[config.mk]
export PLATFORM = sky130hd
export DESIGN_NAME = pe_traffic_gen
export DESIGN_NICKNAME = d
export VERILOG_FILES = /design/src/rtl/pe_traffic_gen.sv
export SDC_FILE = /design/constraint.sdc
export NUM_CORES = 1
export LEC_CHECK = 0
export ABC_AREA = 1
export CAP_MARGIN = 30
export CELL_PAD_IN_SITES_DETAIL_PLACEMENT = 1
export CELL_PAD_IN_SITES_GLOBAL_PLACEMENT = 1
export CORE_UTILIZATION = 32
export CTS_CLUSTER_DIAMETER = 40
export DETAILED_ROUTE_END_ITERATION = 7
export PLACE_DENSITY_LB_ADDON = 0.1
export SKIP_LAST_GASP = 1
export SLEW_MARGIN = 0
export SYNTH_ARGS = -nofsm -noshare
export SYNTH_HDL_FRONTEND = slang
export SYNTH_SLANG_ARGS = --single-unit
export TNS_END_PERCENT = 30
[constraint.sdc]
create_clock -name clk -period 2.7 [get_ports clk]
set_clock_uncertainty 0.05 [all_clocks]
set_input_delay 0.81 -clock clk [delete_from_list [all_inputs] [get_ports clk]]
set_output_delay 0.81 -clock clk [all_outputs]
set_load 0.01 [all_outputs]
[src/rtl/pe_traffic_gen.sv]
// rtl/pe_traffic_gen.sv - PE-side packet injector and NIC input drainer
module pe_traffic_gen #(
   parameter int PACKET_WIDTH = 64,
   parameter int NUM_PKTS     = 16
) (
   input  logic                    clk,
   input  logic                    reset,
   input  logic                    start,
   input  logic [31:0]             hdr,
   input  logic [7:0]              gap,
   output logic [1:0]              addr,
   output logic [PACKET_WIDTH-1:0] d_in,
   input  logic [PACKET_WIDTH-1:0] d_out,
   output logic                    nicEn,
   output logic                    nicEnWR,
   output logic                    busy,
   output logic                    done,
   output logic [15:0]             tx_count,
   output logic [15:0]             rx_count,
   output logic [PACKET_WIDTH-1:0] rx_last
);

   localparam logic [15:0] NUM_PKTS_W = 16'(NUM_PKTS);

   localparam logic [1:0] A_IN_DATA  = 2'b00;
   localparam logic [1:0] A_IN_STAT  = 2'b01;
   localparam logic [1:0] A_OUT_DATA = 2'b10;
   localparam logic [1:0] A_OUT_STAT = 2'b11;

   typedef enum logic [2:0] {
      IDLE, TXQ, TXS, TXW, RXQ, RXS, RXR, RXD
   } state_t;

   state_t                  state_q, state_d;
   logic                    busy_q, busy_d;
   logic                    done_q, done_d;
   logic [15:0]             tx_q, tx_d;
   logic [15:0]             rx_cnt_q, rx_cnt_d;
   logic [PACKET_WIDTH-1:0] rx_last_q, rx_last_d;
   logic [7:0]              gap_cnt_q, gap_cnt_d;
   logic [7:0]              gap_r_q, gap_r_d;
   logic [31:0]             hdr_r_q, hdr_r_d;
   logic [1:0]              addr_q, addr_d;
   logic [PACKET_WIDTH-1:0] d_in_q, d_in_d;
   logic                    en_q, en_d;
   logic                    wr_q, wr_d;

   // Next-state logic; the NIC strobe for the state being entered is decided
   // here so that it is registered and visible during that state's cycle.
   always_comb begin
      state_d   = state_q;
      busy_d    = busy_q;
      done_d    = done_q;
      tx_d      = tx_q;
      rx_cnt_d  = rx_cnt_q;
      rx_last_d = rx_last_q;
      gap_cnt_d = (gap_cnt_q != 8'd0) ? gap_cnt_q - 8'd1 : 8'd0;
      gap_r_d   = gap_r_q;
      hdr_r_d   = hdr_r_q;
      addr_d    = addr_q;
      d_in_d    = d_in_q;
      en_d      = 1'b0;
      wr_d      = 1'b0;

      case (state_q)
         IDLE: state_d = TXQ;
         TXQ:  state_d = (busy_q && gap_cnt_q == 8'd0) ? TXS : RXQ;
         TXS:  state_d = (d_out[0] == 1'b0) ? TXW : RXQ;
         TXW: begin
            tx_d      = tx_q + 16'd1;
            gap_cnt_d = gap_r_q;
            if (tx_q + 16'd1 == NUM_PKTS_W) begin
               busy_d = 1'b0;
               done_d = 1'b1;
            end
            state_d = RXQ;
         end
         RXQ:  state_d = RXS;
         RXS:  state_d = d_out[0] ? RXR : TXQ;
         RXR:  state_d = RXD;
         RXD: begin
            rx_last_d = d_out;
            rx_cnt_d  = rx_cnt_q + 16'd1;
            state_d   = TXQ;
         end
         default: state_d = IDLE;
      endcase

      // A start while a run is in progress is dropped on purpose.
      if (start && !busy_q) begin
         tx_d      = 16'd0;
         gap_cnt_d = 8'd0;
         hdr_r_d   = hdr;
         gap_r_d   = gap;
         busy_d    = (NUM_PKTS_W != 16'd0);
         done_d    = (NUM_PKTS_W == 16'd0);
      end

      case (state_d)
         TXQ: begin
            if (busy_d && gap_cnt_d == 8'd0) begin
               en_d   = 1'b1;
               addr_d = A_OUT_STAT;
            end
         end
         TXW: begin
            en_d   = 1'b1;
            wr_d   = 1'b1;
            addr_d = A_OUT_DATA;
            d_in_d = PACKET_WIDTH'({hdr_r_d, 16'h0000, tx_d});
         end
         RXQ: begin
            en_d   = 1'b1;
            addr_d = A_IN_STAT;
         end
         RXR: begin
            en_d   = 1'b1;
            addr_d = A_IN_DATA;
         end
         default: en_d = 1'b0;
      endcase
   end

   // All state and registered outputs; reset abandons any NIC access in flight.
   always_ff @(posedge clk) begin
      if (reset) begin
         state_q   <= IDLE;
         busy_q    <= 1'b0;
         done_q    <= 1'b0;
         tx_q      <= 16'd0;
         rx_cnt_q  <= 16'd0;
         rx_last_q <= '0;
         gap_cnt_q <= 8'd0;
         gap_r_q   <= 8'd0;
         hdr_r_q   <= 32'd0;
         addr_q    <= 2'b00;
         d_in_q    <= '0;
         en_q      <= 1'b0;
         wr_q      <= 1'b0;
      end else begin
         state_q   <= state_d;
         busy_q    <= busy_d;
         done_q    <= done_d;
         tx_q      <= tx_d;
         rx_cnt_q  <= rx_cnt_d;
         rx_last_q <= rx_last_d;
         gap_cnt_q <= gap_cnt_d;
         gap_r_q   <= gap_r_d;
         hdr_r_q   <= hdr_r_d;
         addr_q    <= addr_d;
         d_in_q    <= d_in_d;
         en_q      <= en_d;
         wr_q      <= wr_d;
      end
   end

   assign addr     = addr_q;
   assign d_in     = d_in_q;
   assign nicEn    = en_q;
   assign nicEnWR  = wr_q;
   assign busy     = busy_q;
   assign done     = done_q;
   assign tx_count = tx_q;
   assign rx_count = rx_cnt_q;
   assign rx_last  = rx_last_q;

endmodule

Word-level counts from Yosys, hierarchy flattened

Index checks and enable logic that the tools add are counted.
W data, S select, Z words.

Register bits: 201
Input port bits: 107
Word-level logic and storage cells: 61

Add/subtract/negate cells: 3
Equality and inequality tests: 13
Muxes and demuxes: 18
Reductions and logical operators: 14

Operators by type and width:

| operator                | count |
|---|---|
| $add A16 B1 Y16 const B | 2 |
| $mux W16                | 2 |
| $mux W32                | 1 |
| $mux W8                 | 3 |
| $pmux W3 S7             | 1 |
| $eq A3 B3 Y1 const B    | 6 |
| $eq A16 B5 Y1 const B   | 1 |
| $logic_not A8 Y1        | 2 |
| $eq A3 B2 Y1 const B    | 3 |
| $mux W3                 | 3 |
| $pmux W2 S4             | 1 |
| $reduce_bool A8 Y1      | 1 |
| $sub A8 B1 Y8 const B   | 1 |
| $eq A3 B1 Y1 const B    | 2 |
| $mux W1                 | 5 |
| $reduce_and A2 Y1       | 2 |
| $reduce_bool A4 Y1      | 1 |
| $reduce_or A2 Y1        | 2 |
| $logic_and A1 B1 Y1     | 3 |
| $logic_not A3 Y1        | 1 |
| $reduce_or A3 Y1        | 1 |
| $mux W2                 | 1 |
| $ne A2 B2 Y1 const B    | 1 |
| $pmux W1 S2             | 1 |
| $logic_not A1 Y1        | 1 |

Longest topological paths before layout

Gate-level depths: netlist of run 1.

Depth in word-level cells: 8
Depth in mapped cells: 16

Worst setup path before layout of run 1

OpenSTA, ideal clock, no wires.

Kind: in2reg
From: input start
To: register d_in_q[2], in the netlist d_in[2]
Setup time: 0.116 ns
Arrival: 1.945 ns
Setup slack: 0.589 ns
Stages on the path: 10
Path buffers: 2
Path through: inv_1 or2_1 buf_2 nand2_1 inv_1 clkbuf_1 a22oi_1 nand2_1 o211ai_1 inv_1

Longest elaborated chain between the ends: 2

Ends and longest elaborated chain:

| element              | RTL line | source |
|---|---|---|
| from (decl)          | 8        | `input logic start,` |
| $logic_and A1 B1 Y1  | 90       | `if (start && !busy_q) begin` |
| $mux W16             | 90       |  |
| to (signal assigned) | 151      | `d_in_q <= d_in_d;` |
| to (decl)            | 44       | `logic [PACKET_WIDTH-1:0] d_in_q, d_in_d;` |

Every way passes these cells.
A chain may end at the register's enable or synchronous reset.

Final worst setup path of run 1

From: register tx_q[2], in the netlist tx_count[2]
To: output tx_count[2]

RTL lines:

| element                | RTL line | source |
|---|---|---|
| from (decl)            | 37       | `logic [15:0] tx_q, tx_d;` |
| from (signal assigned) | 144      | `tx_q <= tx_d;` |
| to (decl)              | 18       | `output logic [15:0] tx_count,` |

No word-level cell between the ends.

==> results of run 1 <==
[sequential cells by signal, summed over array words and instances (netlist names)]
| name | flops |
|---|---|
| d_in | 48 |
| state_q | 3 |
| rx_last | 64 |
| addr | 2 |
| nicEnWR | 1 |
| nicEn | 1 |
| gap_r_q | 8 |
| rx_count | 16 |
| busy | 1 |
| hdr_r_q | 32 |
| done | 1 |
| gap_cnt_q | 8 |
| tx_count | 16 |
[power by group through the flow]
stage          Combinational, mW  Sequential [mW]  Clock (mW)
3_5_place_dp                1.61             3.40           0
6_report                    1.62             3.35        4.39
5_1_grt                     1.79             3.38        4.65
3_3_place_gp                1.59             3.40           0
4_1_cts                     1.64             3.35        4.52
2_1_floorplan              0.825             3.45           0
[layer usage]
layer	vias to the layer above	part of all wire	global-route usage
met4	0	0.018	0.06046
met1	3487	0.44	0.2307
met2	176	0.48	0.3343
li1	3763	-	-
met5	-	0	0
met3	36	0.062	0.05590
[layout make-up]
cell class | count | share of cell area
flip-flops and latches | 201 | 0.3376
well taps | 324 | 0.03401
repair buffers | 277 | 0.2322
clock buffers | 49 | 0.08565
multi-input cells | 671 | 0.2753
inverters | 71 | 0.02236
clock inverters | 12 | 0.01291
[worst paths after layout]
path / startpoint / end / cells past startpoint
max: tx_count[2] / tx_count[2] / 1
min: done / done / 2
max reg2reg: tx_count[2] / addr[0] / 15
min reg2reg: done / done / 2
[cells in the final DEF (no fill, tap or decap), types with 7 or more instances in the layout]
cell type | synthesis | routed
sky130_fd_sc_hd__mux2i_1 | 32 | 32
sky130_fd_sc_hd__inv_1 | 66 | 64
sky130_fd_sc_hd__dfxtp_1 | 201 | 201
sky130_fd_sc_hd__conb_1 | 1 | 16
sky130_fd_sc_hd__nor2_2 | 9 | 9
sky130_fd_sc_hd__clkbuf_1 | 37 | 7
sky130_fd_sc_hd__clkdlybuf4s50_1 | 0 | 255
sky130_fd_sc_hd__a22oi_1 | 8 | 8
sky130_fd_sc_hd__nand3_1 | 34 | 34
sky130_fd_sc_hd__nand4_1 | 12 | 12
sky130_fd_sc_hd__o211ai_1 | 13 | 13
sky130_fd_sc_hd__a21oi_1 | 135 | 135
sky130_fd_sc_hd__buf_4 | 18 | 18
sky130_fd_sc_hd__nand2_1 | 233 | 233
sky130_fd_sc_hd__nor2_1 | 94 | 94
sky130_fd_sc_hd__clkbuf_16 | 0 | 37
sky130_fd_sc_hd__o21ai_0 | 50 | 50
[metrics by stage]
| stage | std cells | cell area (um2) | power, mW | hold slack (ps) | setup WS (ps) |
|---|---|---|---|---|---|
| 2_1_floorplan | 1014 | 7923 | 4.272 | 395.4 | 588.5 |
| 3_3_place_gp | 1544 | 10750 | 4.992 | 396.9 | -18.21 |
| 3_5_place_dp | 1544 | 10750 | 5.013 | 405.4 | -61.64 |
| 4_1_cts | 1605 | 11920 | 9.512 | 412.8 | 222.9 |
| 5_1_grt | 1605 | 11920 | 9.813 | 427.2 | 46.55 |
| 6_report | 1605 | 11920 | 9.361 | 408.2 | 252.8 |
[logic make-up after synthesis]
group | count (synthesis) | share of synthesized area
buf+inv | 142 | 0.07841
flops | 201 | 0.5115
compound gates | 219 | 0.1482
mux | 32 | 0.04072
simple gates | 394 | 0.2071
fa+ha+maj | 5 | 0.007953
other cells | 1 | 0.0004767
xor+xnor | 5 | 0.005568
[synthesized netlist by cell type (all sizes together), types with 3 or more instances]
master and count:
clkbuf 37, a211oi 3, xor2 3, o22ai 4, inv 70, dfxtp 201, buf 34, nand2 235
ha 5, nand3b 3, nand3 36, nor2 104, mux2i 32, a22oi 8, o21ai 54, o211ai 13
a21oi 135, nand4 12
[tightest hold or removal path, cell delays in order, from the launching register on]
cell                       delay [ps]
sky130_fd_sc_hd__dfxtp_1          300
sky130_fd_sc_hd__inv_1             50
sky130_fd_sc_hd__a211oi_1          60
==> impl_metrics.prom, run 1 <==
# TYPE chip_impl_metric gauge
chip_impl_metric{name="worstPathRequired",unit="ps"} 1840
chip_impl_metric{name="fill_cells",unit=""} 2889
chip_impl_metric{name="wire_per_inst",unit="um"} 15.47
chip_impl_metric{name="boundaryPins",unit=""} 273
chip_impl_metric{name="internal_power",unit="mW"} 6.882
chip_impl_metric{name="switching_share",unit=""} 0.2649
chip_impl_metric{name="max_freq",unit="GHz"} 0.4086
chip_impl_metric{name="power.density_cell_area",unit="nW/um2"} 785.3
chip_impl_metric{name="fp.coreArea",unit="um2"} 24250
chip_impl_metric{name="timing_worst_slew_pin_value",unit="ps"} 710.6
chip_impl_metric{name="layout.core_utilization",unit=""} 0.4916
chip_impl_metric{name="setup_violations",unit=""} 0
chip_impl_metric{name="worst-path-max-fanout",unit=""} 10
chip_impl_metric{name="grt_start_max_net_pins",unit=""} 144
chip_impl_metric{name="drtIter0Drc",unit=""} 258
chip_impl_metric{name="remaining_drc_errors",unit=""} 0
chip_impl_metric{name="grt_pass1_vias",unit=""} 7558
chip_impl_metric{name="ys_async_sr_fraction",unit=""} 0
chip_impl_metric{name="worst_setup_hold_path_clk_slew",unit="ps"} 50
chip_impl_info{name="grt_setup_unrepaired",value="false"} 1
chip_impl_metric{name="route.detailed.vias_per_inst",unit=""} 4.649
chip_impl_metric{name="cp_slowest_stage_delay",unit="ps"} 600
chip_impl_metric{name="ys_warn_count",unit=""} 0
chip_impl_info{name="critical-path-top-delay-family",value="buffers and inverters"} 1
chip_impl_info{name="crit_path_top_delay_cell",value="sky130_fd_sc_hd__clkdlybuf4s50_1"} 1
chip_impl_info{name="setup.worst_path.class",value="register to output port"} 1
chip_impl_metric{name="io_buffer_count",unit=""} 256
chip_impl_info{name="synth_area_leaders",value="sky130_fd_sc_hd__dfxtp_1 51%, sky130_fd_sc_hd__nand2_1 11%, sky130_fd_sc_hd__a21oi_1 8.6%, sky130_fd_sc_hd__nor2_1 4.5%, sky130_fd_sc_hd__mux2i_1 4.1%"} 1
chip_impl_metric{name="syn_inst",unit=""} 999
chip_impl_info{name="clock-root-buffer",value="sky130_fd_sc_hd__clkbuf_16"} 1
chip_impl_metric{name="arrival",unit="ps"} 1590
chip_impl_metric{name="seq_area",unit="um2"} 4024
chip_impl_metric{name="die_h",unit="um"} 158.8
chip_impl_metric{name="depth_of_the_cts_h_tree",unit=""} 2
chip_impl_metric{name="r2r_slack",unit="ps"} 340
chip_impl_metric{name="p_seq_frac",unit=""} 0.358
chip_impl_info{name="outcome",value="finished clean"} 1
chip_impl_metric{name="timing.slew.headroom",unit=""} 0.5263
chip_impl_metric{name="clock-sinks",unit=""} 201
chip_impl_metric{name="max-cap-violations",unit=""} 0
chip_impl_metric{name="drt.antenna.violating_nets",unit=""} 0
chip_impl_info{name="crit_path_cell_trace",value="clkdlybuf4s50_1"} 1
chip_impl_info{name="hold_path_class",value="register to register"} 1
chip_impl_metric{name="finalMaxSlewViolations",unit=""} 0
chip_impl_metric{name="synthesis.area_per_instance",unit="um2"} 7.874
chip_impl_info{name="startpoint_type",value="register"} 1
chip_impl_metric{name="area_growth_syn_to_layout",unit="%"} 51.54
chip_impl_info{name="end_kind",value="output port"} 1
chip_impl_info{name="synth_top_cell_by_area",value="sky130_fd_sc_hd__dfxtp_1"} 1
chip_impl_metric{name="postCtsSetupBuffers",unit=""} 0
chip_impl_metric{name="routed_wirelength",unit="um"} 24830
chip_impl_metric{name="synth_area",unit="um2"} 7866
chip_impl_metric{name="p_sw",unit="mW"} 2.479
chip_impl_metric{name="chip_width",unit="um"} 158.8
chip_impl_metric{name="cts_buffers",unit=""} 36
chip_impl_metric{name="worstSkewPairLatency",unit="ps"} 490
chip_impl_metric{name="clockBufferDepth",unit=""} 3
chip_impl_metric{name="net_total_in_the_final_layout",unit=""} 1370
chip_impl_metric{name="start_util",unit=""} 0.3244
chip_impl_metric{name="die_area",unit="um2"} 25210
chip_impl_metric{name="share_clk_of_total_power",unit=""} 0.469
chip_impl_metric{name="hold_buffers",unit=""} 0
chip_impl_metric{name="detailedRoute.firstPassIterationCount",unit=""} 4
chip_impl_metric{name="tcrit_tclk_final",unit=""} 0.9064
chip_impl_metric{name="combPwrFrac",unit=""} 0.173
chip_impl_metric{name="synth_edf_count",unit=""} 0
chip_impl_metric{name="leakage",unit="nW"} 4.631
chip_impl_metric{name="buffer_and_inverter_count_on_the_worst_path",unit=""} 1
chip_impl_metric{name="multi_input_area",unit="um2"} 3282
chip_impl_metric{name="max-vdd-ir-drop",unit="mV"} 0.4215
chip_impl_metric{name="drive_gt1_frac",unit=""} 0.07650
chip_impl_metric{name="antenna_cells",unit=""} 0
chip_impl_metric{name="dr_total_vias",unit=""} 7462
chip_impl_metric{name="global_route_wire_length_before_repair",unit="um"} 39760
chip_impl_metric{name="groute.usage.overall",unit=""} 0.1939
chip_impl_info{name="synth-main-ff-cell",value="sky130_fd_sc_hd__dfxtp_1"} 1
chip_impl_metric{name="place_hpwl",unit="um"} 16530
chip_impl_metric{name="setup-tns-final",unit="ps"} 0
chip_impl_metric{name="gp_congestion",unit=""} 0.8474
chip_impl_info{name="cts_tree",value="done"} 1
chip_impl_metric{name="fp-row-count",unit=""} 57
chip_impl_metric{name="synth_sequential_area_ratio",unit=""} 0.5115
chip_impl_metric{name="number_of_endpoints_with_negative_hold_slack_in_the_final_report",unit=""} 0
chip_impl_metric{name="number_of_synthesized_register_bits",unit=""} 201
chip_impl_metric{name="globalRoute.totalOverflow",unit=""} 0
chip_impl_metric{name="synth_top_cell_area_share",unit=""} 0.5115
chip_impl_metric{name="grt_antenna_before_repair",unit=""} 0
chip_impl_metric{name="time_the_final_worst_path_needs_with_i_o_delays_and_setup",unit="ps"} 2447
chip_impl_metric{name="synth.lib_cells_used.distinct",unit=""} 34
chip_impl_metric{name="cts_resized",unit=""} 0
Power figures use the tool's default switching activity.
==> inputs of run 2 (changes only) <==
CAP_MARGIN = 5   (was 30)
==> results of run 2 <==
No change in the layout: final DEF, timing and power equal those of run 1.
==> inputs of run 3 (changes only) <==
SLEW_MARGIN = unset   (was 0)
==> results of run 3 <==
No change in the layout: final DEF, timing and power equal those of run 1.
